File: config.mk
export PLATFORM = sky130hd
export DESIGN_NAME = button_cmd_ctrl_flat
export DESIGN_NICKNAME = d
export VERILOG_FILES = /design/src/rtl/mnist_ctrl_pkg.sv /design/src/rtl/button_cmd_ctrl_if.sv /design/src/rtl/wrap_counter.sv /design/src/rtl/button_cmd_ctrl.sv /design/src/flat_wrapper.sv
export SDC_FILE = /design/constraint.sdc
export NUM_CORES = 1
export LEC_CHECK = 0
export BUFFER_PORTS_ARGS = -buffer_cell sky130_fd_sc_hd__buf_2
export CORE_MARGIN = 8
export CORE_UTILIZATION = 40
export DETAILED_ROUTE_END_ITERATION = 16
export PLACE_DENSITY = 0.71
export SYNTH_ARGS = -nofsm -noshare
export SYNTH_HDL_FRONTEND = slang
export SYNTH_HIERARCHICAL = 1
export SYNTH_SLANG_ARGS = --single-unit
export TNS_END_PERCENT = 20
File: constraint.sdc
create_clock -name clk -period 1.41 [get_ports clk]
set_input_delay 0.282 -clock clk [delete_from_list [all_inputs] [get_ports clk]]
set_output_delay 0.282 -clock clk [all_outputs]
set_load 0.02 [all_outputs]
File: src/rtl/mnist_ctrl_pkg.sv
// Shared definitions for the MNIST button command path: controller FSM
// states, digit width and seven-segment display-mode encodings.
package mnist_ctrl_pkg;

  typedef enum logic [1:0] {
    IDLE  = 2'd0,
    START = 2'd1,
    BUSY  = 2'd2
  } ctrl_state_e;

  localparam int DIGIT_W = 4;

  localparam logic DISP_IDX    = 1'b0;
  localparam logic DISP_RESULT = 1'b1;

endpackage

File: src/rtl/button_cmd_ctrl_if.sv
// Bundle between the debounced buttons / inference core / display driver
// (master side) and the button command controller (slave side).
interface button_cmd_ctrl_if #(
  parameter int IDX_W = 4
);
  import mnist_ctrl_pkg::*;

  logic               btnu_pulse;
  logic               btnc_pulse;
  logic               btnr_pulse;
  logic               infer_done;
  logic [DIGIT_W-1:0] infer_digit;
  logic [IDX_W-1:0]   img_idx;
  logic               infer_start;
  logic               busy;
  logic [DIGIT_W-1:0] result_digit;
  logic               result_valid;
  logic               disp_mode;
  logic               err;

  modport master (
    output btnu_pulse, btnc_pulse, btnr_pulse, infer_done, infer_digit,
    input  img_idx, infer_start, busy, result_digit, result_valid,
           disp_mode, err
  );

  modport slave (
    input  btnu_pulse, btnc_pulse, btnr_pulse, infer_done, infer_digit,
    output img_idx, infer_start, busy, result_digit, result_valid,
           disp_mode, err
  );

endinterface

File: src/rtl/wrap_counter.sv
// Modulo-N up-counter with enable; wraps from N-1 back to 0.
module wrap_counter #(
  parameter int N = 10,
  parameter int W = 4
) (
  input  logic         clk,
  input  logic         rst_n,
  input  logic         en,
  output logic [W-1:0] count
);

  localparam logic [W-1:0] LAST = W'(N - 1);

  // Advance on enable, wrapping at the last value.
  always_ff @(posedge clk or negedge rst_n) begin
    if (!rst_n) begin
      count <= '0;
    end else if (en) begin
      count <= (count == LAST) ? '0 : count + 1'b1;
    end
  end

endmodule

File: src/rtl/button_cmd_ctrl.sv
// Button command controller: turns debounced btnu/btnc/btnr pulses into
// image selection, an inference start/done handshake, result latching and
// display-mode control.
// Optional build macro INFER_TIMEOUT_EN adds a BUSY watchdog that aborts
// a hung inference after TIMEOUT_CYCLES and raises a sticky err flag.
module button_cmd_ctrl
  import mnist_ctrl_pkg::*;
#(
  parameter int NUM_IMAGES     = 10,
  parameter int IDX_W          = 4,
  parameter int TIMEOUT_CYCLES = 1000000
) (
  input  logic             clk,
  input  logic             rst_n,
  button_cmd_ctrl_if.slave bus
);

  // Reject configurations where the index cannot hold every image or the
  // watchdog limit is meaningless.
  if ((2 ** IDX_W) < NUM_IMAGES || TIMEOUT_CYCLES < 1) begin : g_bad_param
    $error("button_cmd_ctrl: invalid NUM_IMAGES/IDX_W/TIMEOUT_CYCLES");
  end

  ctrl_state_e        state_q, state_d;
  logic               idx_adv;
  logic [IDX_W-1:0]   idx_q;
  logic [DIGIT_W-1:0] digit_q, digit_d;
  logic               valid_q, valid_d;
  logic               disp_q, disp_d;

`ifdef INFER_TIMEOUT_EN
  localparam int               CNT_W   = $clog2(TIMEOUT_CYCLES + 1);
  localparam logic [CNT_W-1:0] TO_LAST = CNT_W'(TIMEOUT_CYCLES - 1);

  logic [CNT_W-1:0] cnt_q, cnt_d;
  logic             err_q, err_d;
`endif

  // Image index: only advanced by btnu while no inference is in flight.
  wrap_counter #(
    .N (NUM_IMAGES),
    .W (IDX_W)
  ) u_idx_cnt (
    .clk   (clk),
    .rst_n (rst_n),
    .en    (idx_adv),
    .count (idx_q)
  );

  // FSM state register.
  always_ff @(posedge clk or negedge rst_n) begin
    if (!rst_n) begin
      state_q <= IDLE;
    end else begin
      state_q <= state_d;
    end
  end

  // Next-state, index advance, result/display/error next values.
  always_comb begin
    state_d = state_q;
    idx_adv = 1'b0;
    digit_d = digit_q;
    valid_d = valid_q;
`ifdef INFER_TIMEOUT_EN
    err_d   = err_q;
    cnt_d   = cnt_q;
`endif

    case (state_q)
      IDLE: begin
        // btnu and btnc together: index advances on this edge, so the
        // launched inference already sees the new image.
        if (bus.btnu_pulse) begin
          idx_adv = 1'b1;
          valid_d = 1'b0;
        end
        if (bus.btnc_pulse) begin
          state_d = START;
`ifdef INFER_TIMEOUT_EN
          err_d   = 1'b0;
`endif
        end
      end
      START: begin
        state_d = BUSY;
      end
      BUSY: begin
        // A done arriving together with the watchdog expiry still counts.
        if (bus.infer_done) begin
          state_d = IDLE;
          digit_d = bus.infer_digit;
          valid_d = 1'b1;
        end
`ifdef INFER_TIMEOUT_EN
        else if (cnt_q == TO_LAST) begin
          state_d = IDLE;
          valid_d = 1'b0;
          err_d   = 1'b1;
        end
`endif
      end
      default: begin
        state_d = IDLE;
      end
    endcase

`ifdef INFER_TIMEOUT_EN
    // Watchdog restarts on every launch and counts BUSY cycles.
    if (state_d == START) begin
      cnt_d = '0;
    end else if (state_q == BUSY) begin
      cnt_d = cnt_q + 1'b1;
    end
`endif

    // Forced display changes take priority over the btnr toggle.
    if (state_q == BUSY && bus.infer_done) begin
      disp_d = DISP_RESULT;
    end else if (state_q == IDLE && bus.btnu_pulse) begin
      disp_d = DISP_IDX;
    end else if (bus.btnr_pulse) begin
      disp_d = ~disp_q;
    end else begin
      disp_d = disp_q;
    end
  end

  // Result, display-mode and watchdog registers.
  always_ff @(posedge clk or negedge rst_n) begin
    if (!rst_n) begin
      digit_q <= '0;
      valid_q <= 1'b0;
      disp_q  <= DISP_IDX;
`ifdef INFER_TIMEOUT_EN
      err_q   <= 1'b0;
      cnt_q   <= '0;
`endif
    end else begin
      digit_q <= digit_d;
      valid_q <= valid_d;
      disp_q  <= disp_d;
`ifdef INFER_TIMEOUT_EN
      err_q   <= err_d;
      cnt_q   <= cnt_d;
`endif
    end
  end

  assign bus.img_idx      = idx_q;
  assign bus.infer_start  = (state_q == START);
  assign bus.busy         = (state_q != IDLE);
  assign bus.result_digit = digit_q;
  assign bus.result_valid = valid_q;
  assign bus.disp_mode    = disp_q;
`ifdef INFER_TIMEOUT_EN
  assign bus.err          = err_q;
`else
  assign bus.err          = 1'b0;
`endif

endmodule

File: src/flat_wrapper.sv
// flat-port wrapper written by rule: the top's interface ports become plain ports
module button_cmd_ctrl_flat import mnist_ctrl_pkg::*;
#(
  parameter int NUM_IMAGES     = 10,
  parameter int IDX_W          = 4,
  parameter int TIMEOUT_CYCLES = 1000000
)
  (clk, rst_n, bus_btnu_pulse, bus_btnc_pulse, bus_btnr_pulse, bus_infer_done, bus_infer_digit, bus_img_idx, bus_infer_start, bus_busy, bus_result_digit, bus_result_valid, bus_disp_mode, bus_err);
  button_cmd_ctrl_if #(.IDX_W(IDX_W)) bus_i ();
  input  logic clk;
  input  logic rst_n;
  input wire logic [$bits(bus_i.btnu_pulse)-1:0] bus_btnu_pulse;
  input wire logic [$bits(bus_i.btnc_pulse)-1:0] bus_btnc_pulse;
  input wire logic [$bits(bus_i.btnr_pulse)-1:0] bus_btnr_pulse;
  input wire logic [$bits(bus_i.infer_done)-1:0] bus_infer_done;
  input wire logic [$bits(bus_i.infer_digit)-1:0] bus_infer_digit;
  output wire logic [$bits(bus_i.img_idx)-1:0] bus_img_idx;
  output wire logic [$bits(bus_i.infer_start)-1:0] bus_infer_start;
  output wire logic [$bits(bus_i.busy)-1:0] bus_busy;
  output wire logic [$bits(bus_i.result_digit)-1:0] bus_result_digit;
  output wire logic [$bits(bus_i.result_valid)-1:0] bus_result_valid;
  output wire logic [$bits(bus_i.disp_mode)-1:0] bus_disp_mode;
  output wire logic [$bits(bus_i.err)-1:0] bus_err;
  assign bus_i.btnu_pulse = bus_btnu_pulse;
  assign bus_i.btnc_pulse = bus_btnc_pulse;
  assign bus_i.btnr_pulse = bus_btnr_pulse;
  assign bus_i.infer_done = bus_infer_done;
  assign bus_i.infer_digit = bus_infer_digit;
  assign bus_img_idx = bus_i.img_idx;
  assign bus_infer_start = bus_i.infer_start;
  assign bus_busy = bus_i.busy;
  assign bus_result_digit = bus_i.result_digit;
  assign bus_result_valid = bus_i.result_valid;
  assign bus_disp_mode = bus_i.disp_mode;
  assign bus_err = bus_i.err;
  button_cmd_ctrl #(.NUM_IMAGES(NUM_IMAGES), .IDX_W(IDX_W), .TIMEOUT_CYCLES(TIMEOUT_CYCLES)) u_core (.clk(clk), .rst_n(rst_n), .bus(bus_i));
endmodule
# Word-level counts from Yosys, hierarchy flattened
# Cells that the tools add are included.
[totals]
wordCells = 34
mem_bits_rw = 0
latchBits = 0
mem_count = 0
output_inout_bits = 13
romBits = 0
reg_bits = 12
[op_classes]
n_mul = 0
magnitude_cmp = 0
eq_ne = 6
bitwise = 1
div = 0
n_reduce_logical = 9
add_sub_neg = 1
n_mux = 12
n_shift = 0
[op_table]
columns = ["cell", "count"]
rows = [
  ["2-to-1 mux 1 bit", 7],
  ["!= test 2 bit, second input constant", 3],
  ["case mux 2 bit (3 select lines)", 1],
  ["adder 4 x 1 -> 4 bit, second input constant", 1],
  ["equality test 4 bit, second input constant", 1],
  ["2-to-1 mux 2 bit", 2],
  ["2-to-1 mux 4 bit", 1],
  ["AND reduction 2 bit", 2],
  ["nonzero test 2 bit", 2],
  ["AND reduction 3 bit", 1],
  ["nonzero test 3 bit", 1],
  ["equality test 2 x 1 -> 1 bit, second input constant", 1],
  ["equality test 2 bit, second input constant", 1],
  ["logical AND 1 bit", 2],
  ["logical NOT 2 bit", 1],
  ["case mux 1 bit (2 select lines)", 1],
  ["inverter 1 bit", 1],
]

# Longest topological paths before layout
# Gate-level depths: netlist of the first run.
[depth]
depth_word = 4
ltp_mapped = 5
depth_no_buf = 5

# Cells and area by module
# Netlist of the first run, hierarchy kept.
[modules_own_cells]
columns = ["module", "seq_area_each_um2", "cells_per_inst", "n_inst", "area_per_inst_um2"]
rows = [
  ["button_cmd_ctrl", 200.2, 33, 1, 374.1],
  ["wrap_counter", 100.1, 16, 1, 185.2],
]

# Worst setup path after synthesis of the first run
# No wires, ideal clock.
[synth_path]
path_type = "register to register"
startpoint = "register u_core.state_q[1]"
endpoint = "register u_core.u_idx_cnt.count[3]"
arrival_time_ns = 1.336
t_required_ns = 1.287
setup_time_ns = 0.123
n_path_buf = 0
path_stages_with_launch = 6
path_slack_ns = -0.049
path_cell_list = "dfrtp_1 or2_2 nor2_1 nand2_2 o21ai_0 nand2_1"
[synth_via]
elab_chain_len = 2
[synth_rtl]
columns = ["element", "line", "rtl"]
rows = [
  ["start, declared", "button_cmd_ctrl.sv:24", "ctrl_state_e state_q, state_d;"],
  ["start signal, assigned", "button_cmd_ctrl.sv:55", "state_q <= state_d;"],
  ["logical NOT 2 bit", "button_cmd_ctrl.sv:70", "case (state_q)"],
  ["2-to-1 mux 1 bit", "button_cmd_ctrl.sv:70", ""],
  ["via u_core.idx_adv", "button_cmd_ctrl.sv:25", "logic idx_adv;"],
  ["end signal, assigned", "wrap_counter.sv:19", "count <= (count == LAST) ? '0 : count + 1'b1;"],
  ["end, declared", "wrap_counter.sv:9", "output logic [W-1:0] count"],
]
# The timed path passes the listed nets, and every way through them passes these cells.
# A chain may end at the register's enable or synchronous reset.

# Final worst setup path of the first run
[layout_path]
startpoint = "register u_core.state_q[0]"
endpoint = "output port bus_busy"
[layout_via]
elab_chain_len = 1
[layout_rtl]
columns = ["element", "line", "rtl"]
rows = [
  ["nonzero test 2 bit", "button_cmd_ctrl.sv:152", "assign bus.busy = (state_q != IDLE);"],
  ["end, declared", "flat_wrapper.sv:19", "output wire logic [$bits(bus_i.busy)-1:0] bus_busy;"],
]
# Every way passes these cells.

==> results of run 1 <==
cell families after synthesis:
kind of cell / count (synthesis) / share of synthesized area [%]
simple gates: 16 / 18.6
flops: 12 / 53.7
compound gates: 8 / 7.61
buf+inv: 5 / 4.03
mux: 4 / 10.7
xor+xnor: 3 / 4.70
other cells: 1 / 0.670
worst max path at each step:
| stage | startpoint | end | cells past startpoint |
|---|---|---|---|
| 3_3_place_gp | u_core/state_q[0]$_DFFE_PN0P_ | u_core/u_idx_cnt/count[3]$_DFFE_PN0P_ | 5 |
| 3_5_place_dp | u_core/state_q[0]$_DFFE_PN0P_ | u_core/u_idx_cnt/count[3]$_DFFE_PN0P_ | 5 |
| 4_1_cts | u_core/state_q[0]$_DFFE_PN0P_ | bus_busy | 2 |
| 5_1_grt | u_core/state_q[0]$_DFFE_PN0P_ | bus_busy | 2 |
| 2_1_floorplan | u_core/state_q[1]$_DFFE_PN0P_ | u_core/u_idx_cnt/count[3]$_DFFE_PN0P_ | 5 |
| 6_report | u_core/state_q[0]$_DFFE_PN0P_ | bus_busy | 2 |
cells in the final DEF (no fill, tap or decap), types with 2 or more instances in the layout:
master,instances
a21oi_1,4
buf_2,19
mux2_4,4
buf_4,2
nand3_1,2
dfrtp_1,12
inv_1,3
clkbuf_4,3
nor2_2,2
nor2_1,3
xor2_1,2
o21ai_0,2
flip-flops by register name, summed over array words and instances, names as in the netlist:
signal	count
u_core/bus.result_digit	4
u_core/u_idx_cnt/count	4
u_core/state_q	2
u_core/bus.disp_mode	1
u_core/bus.result_valid	1
cell type report:
cell class | instances | area, sq um
timing repair buffer | 23 | 131
inverter | 4 | 15.0
tap | 15 | 18.8
fill | 119 | 556
sequential | 12 | 300
clock buffer | 4 | 36.3
multi-input combinational | 32 | 244
routing by layer:
metal	global-route usage (%)	wire length [um]
met4	11.3	55
met3	5.32	99
met2	15.8	582
met5	0	0
met1	10.9	500
worst register-to-register path, stage by stage (launching register included):
cell and delay [ns]:
dfrtp_1 0.40, or2_4 0.27, nor2_2 0.18, nand2_2 0.10, o21ai_0 0.16, nand2_1 0.06
metrics by stage:
step / util (%) / hold WS [ns] / setup WS (ns)
detailed placement: 52.7 / 0.170 / 0.0876
global route: 57.3 / 0.196 / 0.00831
finish: 57.3 / 0.205 / 0.0388
CTS: 56.6 / 0.194 / 0.0193
floorplan: - / -0.0136 / 0.0184
global placement: 52.7 / 0.174 / 0.136
what timing repair did:
action                                 in CTS  in global routing
endpoints found under the hold margin      12                  0
resized for setup                           2                  4
hold buffers                                1                  0
setup endpoints to repair                   1                  1
pin swaps                                   0                  0
report_power, final:
part | internal (W) | switching [W]
clock | 0.000157 | 0.000125
sequential | 0.000515 | 0.000138
combinational | 0.000418 | 0.000519
==> results.yml, run 1 <==
cts:
  root_buffer: "clkbuf_4"
  post-cts-setup-buffers: 0
  cts_tree: "built"
  cts_sinks: 12
  cts_buffer_depth: 2
  htreeDepth: 1
  clk_pin_slew_worst_paths_ns: 0.07
  clk_latency_ns: 0.28
  cts_made_buffers: 3
global_routing:
  overflow: 0
  grt_pass1_vias: 456
  grt_pass1_wl_um: 2130
  grt_max_degree: 13
  grt_antenna_before_repair: 0
  grt_usage_pct: 10.9
logic_synthesis:
  ys_ff_latch: 12
  synth.distinct_cells: 22
  synth_top_area_share_pct: 53.7
  synth-main-ff-cell: "dfrtp_1"
  post-synth-top-count-cell: "dfrtp_1"
  synthTopCellsByCount: "dfrtp_1, nor2_1, a21oi_1, inv_1, mux2_4"
  seq_area_frac_synth_pct: 53.7
  syn-cell-area_sq_um: 559
  syn_area_per_cell_sq_um: 11.4
  ys_warn_count: 6
  async_flop_share_pct: 100
  synth_fp_nets: 59
  postSynthCellCount: 49
  synth_area_leader_cell: "dfrtp_1"
  ys_top_cells_by_area: "dfrtp_1, mux2_4, a21oi_1, nor2_1, nand3_4"
  synth_edf_count: 0
route:
  routedWlPerCell_um: 13.7
  drc: 0
  antenna_left: 0
  first_iter_violations: 2
  post_drt_via_cell_ratio: 4.71
  num_vias: 424
  wl_um: 1240
  drt_first_pass_iters: 3
min_path:
  min_path_cells: 3
  min_from: "bus_btnc_pulse"
  hold_path_end: "u_core/state_q[0]$_DFFE_PN0P_"
  min_path_type: "primary input to flip-flop"
placement:
  dp_cells: 85
  postPlaceCellArea_sq_um: 686
  port_buffers: 21
  gp_congestion: 0.684
  hpwl_um: 950
floorplanning:
  design.portCount: 23
  rows: 13
  fp.dieW_um: 53.4
  die-area_sq_um: 2850
  die_h_um: 53.4
  initial_core_util_pct: 43.0
  core-area_sq_um: 1300
worst_setup_path:
  critPathLaunchType: "flip-flop"
  crit_slowest_cell: "dfrtp_1"
  slowest_delay_ns: 0.40
  r2r_end: "u_core/u_idx_cnt/count[3]$_DFFE_PN0P_"
  crit_fanout: 3
  worstPathArrival_ns: 1.09
  cp_data_required_time_ns: 1.13
  critical_path.endpoint_type: "primary output"
  path_cells: "or2_4 > buf_6"
  critPathKind: "flip-flop to primary output"
  path_buf_inv: 1
  timing.rr.start: "u_core/state_q[0]$_DFFE_PN0P_"
  ff2ff_path_depth: 5
  cpLargestDelayFamily: "flip-flops"
  r2r_setup_slack_ns: 0.13
pwr:
  p_per_area_nw_per_um2: 2510
  p_leak_nw: 0.394
  ir_drop_mv: 1.28
  p_total_w: 0.00187
timing:
  finalHoldViolations: 0
  fin_skew_ns: 0.00462
  setup_viol: 0
  rsz0062_at_grt: "false"
  max_freq_ghz: 0.729
  finalCritPeriodShare_pct: 97.2
  slew_violations: 0
  finalCriticalPeriod_ns: 1.37
  tns_ns: 0
run_status:
  outcome: "finished clean"
layout:
  layout-area-overhead-vs-synth_pct: 33.3
  diodes: 0
  stdcell_count: 90
  final_cell_area_sq_um: 746
  final_nets: 86
  drive_gt1_share_pct: 50.7
run:
  cap_violations: 0
Power figures use the tool's default switching activity.
==> inputs of run 2 (changes only) <==
Clock period 1.41 ns to 1.1 ns, I/O delays scaled along.
==> results.yml, run 2 (synthesis gave the netlist of run 1 again) <==
worst_setup_path:
  timing.rr.start: "u_core/state_q[1]$_DFFE_PN0P_"
  critical_path.endpoint_type: "primary output"
  r2r_setup_slack_ns: -0.18
  path_buf_inv: 2
  path_cells: "or2_4 > buf_6 > buf_6"
  critPathLaunchType: "flip-flop"
  crit_fanout: 2
  cp_data_required_time_ns: 0.88
  critPathMostFrequentCell: "buf_6"
  critPathKind: "flip-flop to primary output"
  slowest_delay_ns: 0.40
  startpoint: "u_core/state_q[1]$_DFFE_PN0P_"
  ff2ff_path_depth: 6
  cpLargestDelayFamily: "flip-flops"
  worstPathArrival_ns: 1.14
  crit_slowest_cell: "dfrtp_2"
  r2r_end: "u_core/u_idx_cnt/count[3]$_DFFE_PN0P_"
min_path:
  min_from: "bus_btnc_pulse"
  min_path_cells: 3
  min_path_type: "primary input to flip-flop"
  hold_path_end: "u_core/state_q[0]$_DFFE_PN0P_"
layout:
  fillCellCount: 109
  diodes: 0
  final_nets: 90
  fin_util_pct: 62.9
  layout-area-overhead-vs-synth_pct: 46.3
  stdcell_count: 94
  layout_common_cells: "buf_2, dfrtp_1, buf_6"
  layout_commonest_cell: "buf_2"
  drive_gt1_share_pct: 58.2
global_routing:
  grt_antenna_before_repair: 0
  busiest_layer: "met2"
  met3_usage_pct: 3.36
  grt_pass1_wl_um: 2150
  grt_usage_pct: 10.1
  grt_pass1_vias: 516
  globalRouteMet2Util_pct: 17.6
  met1_usage_pct: 11.4
  overflow: 0
  grt_max_degree: 13
placement:
  port_buffers: 21
  hpwl_um: 944
  dp_cells: 87
  gp_congestion: 0.647
  place_ws_ns: -0.0943
timing:
  setup_ws_ns: -0.258
  fin_skew_ns: 0.00114
  max_freq_ghz: 0.736
  finalHoldViolations: 0
  finalCriticalPeriod_ns: 1.36
  slew_violations: 0
  setup_viol: 6
  rsz0062_at_grt: "true"
  finalCritPeriodShare_pct: 123
route:
  drt_first_pass_iters: 3
  antenna_left: 0
  wl_um: 1200
  num_vias: 417
  routedWlPerCell_um: 12.8
  drc: 0
  first_iter_violations: 2
  post_drt_via_cell_ratio: 4.44
cts:
  cts_made_buffers: 3
  cts_tree: "built"
  htreeDepth: 1
  clk_pin_slew_worst_paths_ns: 0.08
  root_buffer: "clkbuf_4"
  cts_buffer_depth: 2
  clk_latency_ns: 0.27
  cts_sinks: 12
floorplanning:
  fp.dieW_um: 53.4
  initial_core_util_pct: 43.0
  die_h_um: 53.4
  die-area_sq_um: 2850
  core-area_sq_um: 1300
  design.portCount: 23
  rows: 13
run:
  cap_violations: 0
run_status:
  violations: "setup timing"
  outcome: "complete, but fails checks"
pwr:
  p_leak_nw: 0.423
  p_per_area_nw_per_um2: 3240
  ir_drop_mv: 1.39
## run 2: metal layers
metal | wire length [um] | part of all wire, %
met3 | 44 | 3.7
met2 | 651 | 54
met1 | 503 | 42
met5 | 0 | 0
met4 | 0 | 0
## run 2: worst min-delay path, stage by stage
cell    delay (ns)
buf_2         0.09
inv_1         0.04
nor2_1        0.04
## run 2: what timing repair did
action	CTS	global route
gates resized for setup	16	3
setup buffers	2	0
gates cloned	0	0
hold buffers	1	0
endpoints found under the setup margin	8	14
hold endpoints to repair	12	0
pin swaps	3	2
## run 2: through the flow
step           hold WS, ns  cell area [sq um]  power, W  TNS, ns
2_1_floorplan      -0.0756                571   0.00164   -0.360
3_3_place_gp         0.108                709   0.00204   -0.126
3_5_place_dp         0.112                709   0.00207   -0.259
4_1_cts              0.152                808   0.00264    -1.07
5_1_grt              0.156                818   0.00284    -1.53
6_report             0.158                818   0.00265   -0.951
## run 2: layout make-up
cell class,instances,area [sq um],share of cell area (%)
well taps,15,18.8,2.29
inverters,4,17.5,2.14
multi-input cells,32,250,30.6
clock buffers,4,36.3,4.43
flip-flops and latches,12,305,37.3
repair buffers,27,190,23.2
## run 2: where the power goes
part	leakage (nW)	switching, W	total, W	internal [W]
sequential	0.142	0.000199	0.000873	0.000674
clock	0.0210	0.000145	0.000346	0.000201
combinational	0.260	0.000703	0.00143	0.000727
## run 2: worst max path at each step
stage,to,slack (ns),cells after the start
global route,bus_busy,-0.30,3
global placement,u_core/u_idx_cnt/count[3]$_DFFE_PN0P_,-0.06,5
detailed placement,u_core/u_idx_cnt/count[3]$_DFFE_PN0P_,-0.09,5
floorplan,u_core/u_idx_cnt/count[3]$_DFFE_PN0P_,-0.15,5
finish,bus_busy,-0.26,3
CTS,bus_busy,-0.29,3
==> inputs of run 3 (changes only) <==
Settings changed: ABC_AREA from default to 1.
==> results.yml, run 3 <==
run_status:
  outcome: "complete, but fails checks"
  violations: "setup timing"
floorplanning:
  die_h_um: 53.3
  die-area_sq_um: 2840
  fp.dieW_um: 53.3
  core-area_sq_um: 1300
  design.portCount: 23
  rows: 13
  initial_core_util_pct: 42.7
min_path:
  min_path_type: "primary input to flip-flop"
layout:
  layout_commonest_cell: "nand2_1"
  fin_util_pct: 65.9
  layout_common_cells: "nand2_1, buf_2, dfrtp_1"
  diodes: 0
  drive_gt1_share_pct: 47.4
  fillCellCount: 118
  layout-area-overhead-vs-synth_pct: 54.3
  final_nets: 109
timing:
  rsz0062_at_grt: "true"
  finalHoldViolations: 0
  setup_viol: 6
  finalCriticalPeriod_ns: 1.28
  max_freq_ghz: 0.784
  finalCritPeriodShare_pct: 116
  fin_skew_ns: 0.00491
  slew_violations: 0
  setup_ws_ns: -0.175
global_routing:
  overflow: 0
  grt_max_degree: 13
  grt_antenna_before_repair: 0
  grt_pass1_wl_um: 2550
  grt_pass1_vias: 593
  grt_usage_pct: 12.0
worst_setup_path:
  critPathKind: "flip-flop to primary output"
  critical_path.endpoint_type: "primary output"
  worstPathArrival_ns: 1.06
  cp_data_required_time_ns: 0.88
  crit_fanout: 3
  critPathLaunchType: "flip-flop"
placement:
  port_buffers: 21
  place_ws_ns: -0.00486
  hpwl_um: 1050
  gp_congestion: 0.730
logic_synthesis:
  synth-main-ff-cell: "dfrtp_1"
  seq_area_frac_synth_pct: 54.1
  ys_top_cells_by_area: "dfrtp_1, nand2_1, nand3_1, inv_1, nand3_2"
  synth_area_leader_cell: "dfrtp_1"
  synth_fp_nets: 74
  synth.distinct_cells: 17
  synth_top_area_share_pct: 54.1
  post-synth-top-count-cell: "nand2_1"
  async_flop_share_pct: 100
  postSynthCellCount: 64
  ys_warn_count: 6
  ys_ff_latch: 12
  synthTopCellsByCount: "nand2_1, dfrtp_1, inv_1"
  syn-cell-area_sq_um: 556
  syn_area_per_cell_sq_um: 8.68
  synth_edf_count: 0
pwr:
  p_leak_nw: 0.471
  p_per_area_nw_per_um2: 3020
  ir_drop_mv: 1.40
route:
  num_vias: 531
  post_drt_via_cell_ratio: 4.74
  first_iter_violations: 7
  wl_um: 1440
  drc: 0
  routedWlPerCell_um: 12.9
  antenna_left: 0
  drt_first_pass_iters: 4
cts:
  clk_pin_slew_worst_paths_ns: 0.07
  htreeDepth: 1
  clk_latency_ns: 0.27
  root_buffer: "clkbuf_4"
  cts_made_buffers: 3
  cts_tree: "built"
  cts_buffer_depth: 2
  cts_sinks: 12
run:
  cap_violations: 0
-- run 3: timing repair --
action,CTS,global route
setup endpoints to repair,5,13
gates resized for setup,12,10
setup buffers,4,0
pin swaps,2,3
endpoints found under the hold margin,12,0
hold buffers,1,0
-- run 3: through the flow --
stage	power, W	instances	setup TNS (ns)	area [sq um]	hold slack, ns
after CTS	0.00247	112	-0.490	816	0.156
final	0.00259	112	-0.564	857	0.181
after global routing	0.00280	112	-0.965	857	0.155
after detailed placement	0.00198	104	-0.00486	714	0.114
after floorplan	0.00152	64	-0.0657	561	-0.0756
after global placement	0.00194	104	0	714	0.109
-- run 3: final timing paths --
path,start,to,slack (ns),cells past startpoint
setup reg to reg,u_core/state_q[0]$_DFFE_PN0P_,u_core/u_idx_cnt/count[3]$_DFFE_PN0P_,-0.11,9
hold reg to reg,u_core/bus.result_valid$_DFFE_PN0P_,u_core/bus.result_valid$_DFFE_PN0P_,0.47,2
min in group asynchronous,rst_n,u_core/bus.result_digit[1]$_DFFE_PN0P_,0.36,2
setup / recovery,u_core/state_q[0]$_DFFE_PN0P_,bus_infer_start,-0.18,4
max in group asynchronous,rst_n,u_core/u_idx_cnt/count[2]$_DFFE_PN0P_,0.50,2
hold / removal,bus_infer_digit[1],u_core/bus.result_digit[1]$_DFFE_PN0P_,0.18,3
-- run 3: layout make-up --
class	instances	area [sq um]	area share (%)
Clock buffer	3	22.5	2.63
Multi-Input combinational cell	42	251	29.3
Tap cell	15	18.8	2.19
Sequential cell	12	303	35.3
Timing Repair Buffer	31	225	26.3
Inverter	9	36.3	4.23
-- run 3: kinds of logic after synthesis --
group / Yosys count / synth area share, %
compound gates: 2 / 2.25
xor+xnor: 2 / 3.15
buf+inv: 10 / 7.43
flops: 12 / 54.1
other cells: 1 / 0.675
simple gates: 37 / 32.4
-- run 3: power breakdown --
group,total (W),switching (W),internal [W]
sequential,0.000861,0.000202,0.000659
combinational,0.00146,0.000806,0.000659
clock,0.000263,0.000137,0.000126
total,0.00259,0.00115,0.00144
-- run 3: worst max-delay path: stages (launching register included) --
cell	delay (ns)
dfrtp_1	0.38
inv_2	0.05
buf_6	0.12
nor2_4	0.11
buf_6	0.12
-- run 3: layer usage --
layer | part of all wire (%) | global-route usage, %
met5 | 0 | 0
met4 | 0 | 6.30
met3 | 5.1 | 4.20
met2 | 59 | 20.5
met1 | 36 | 12.7
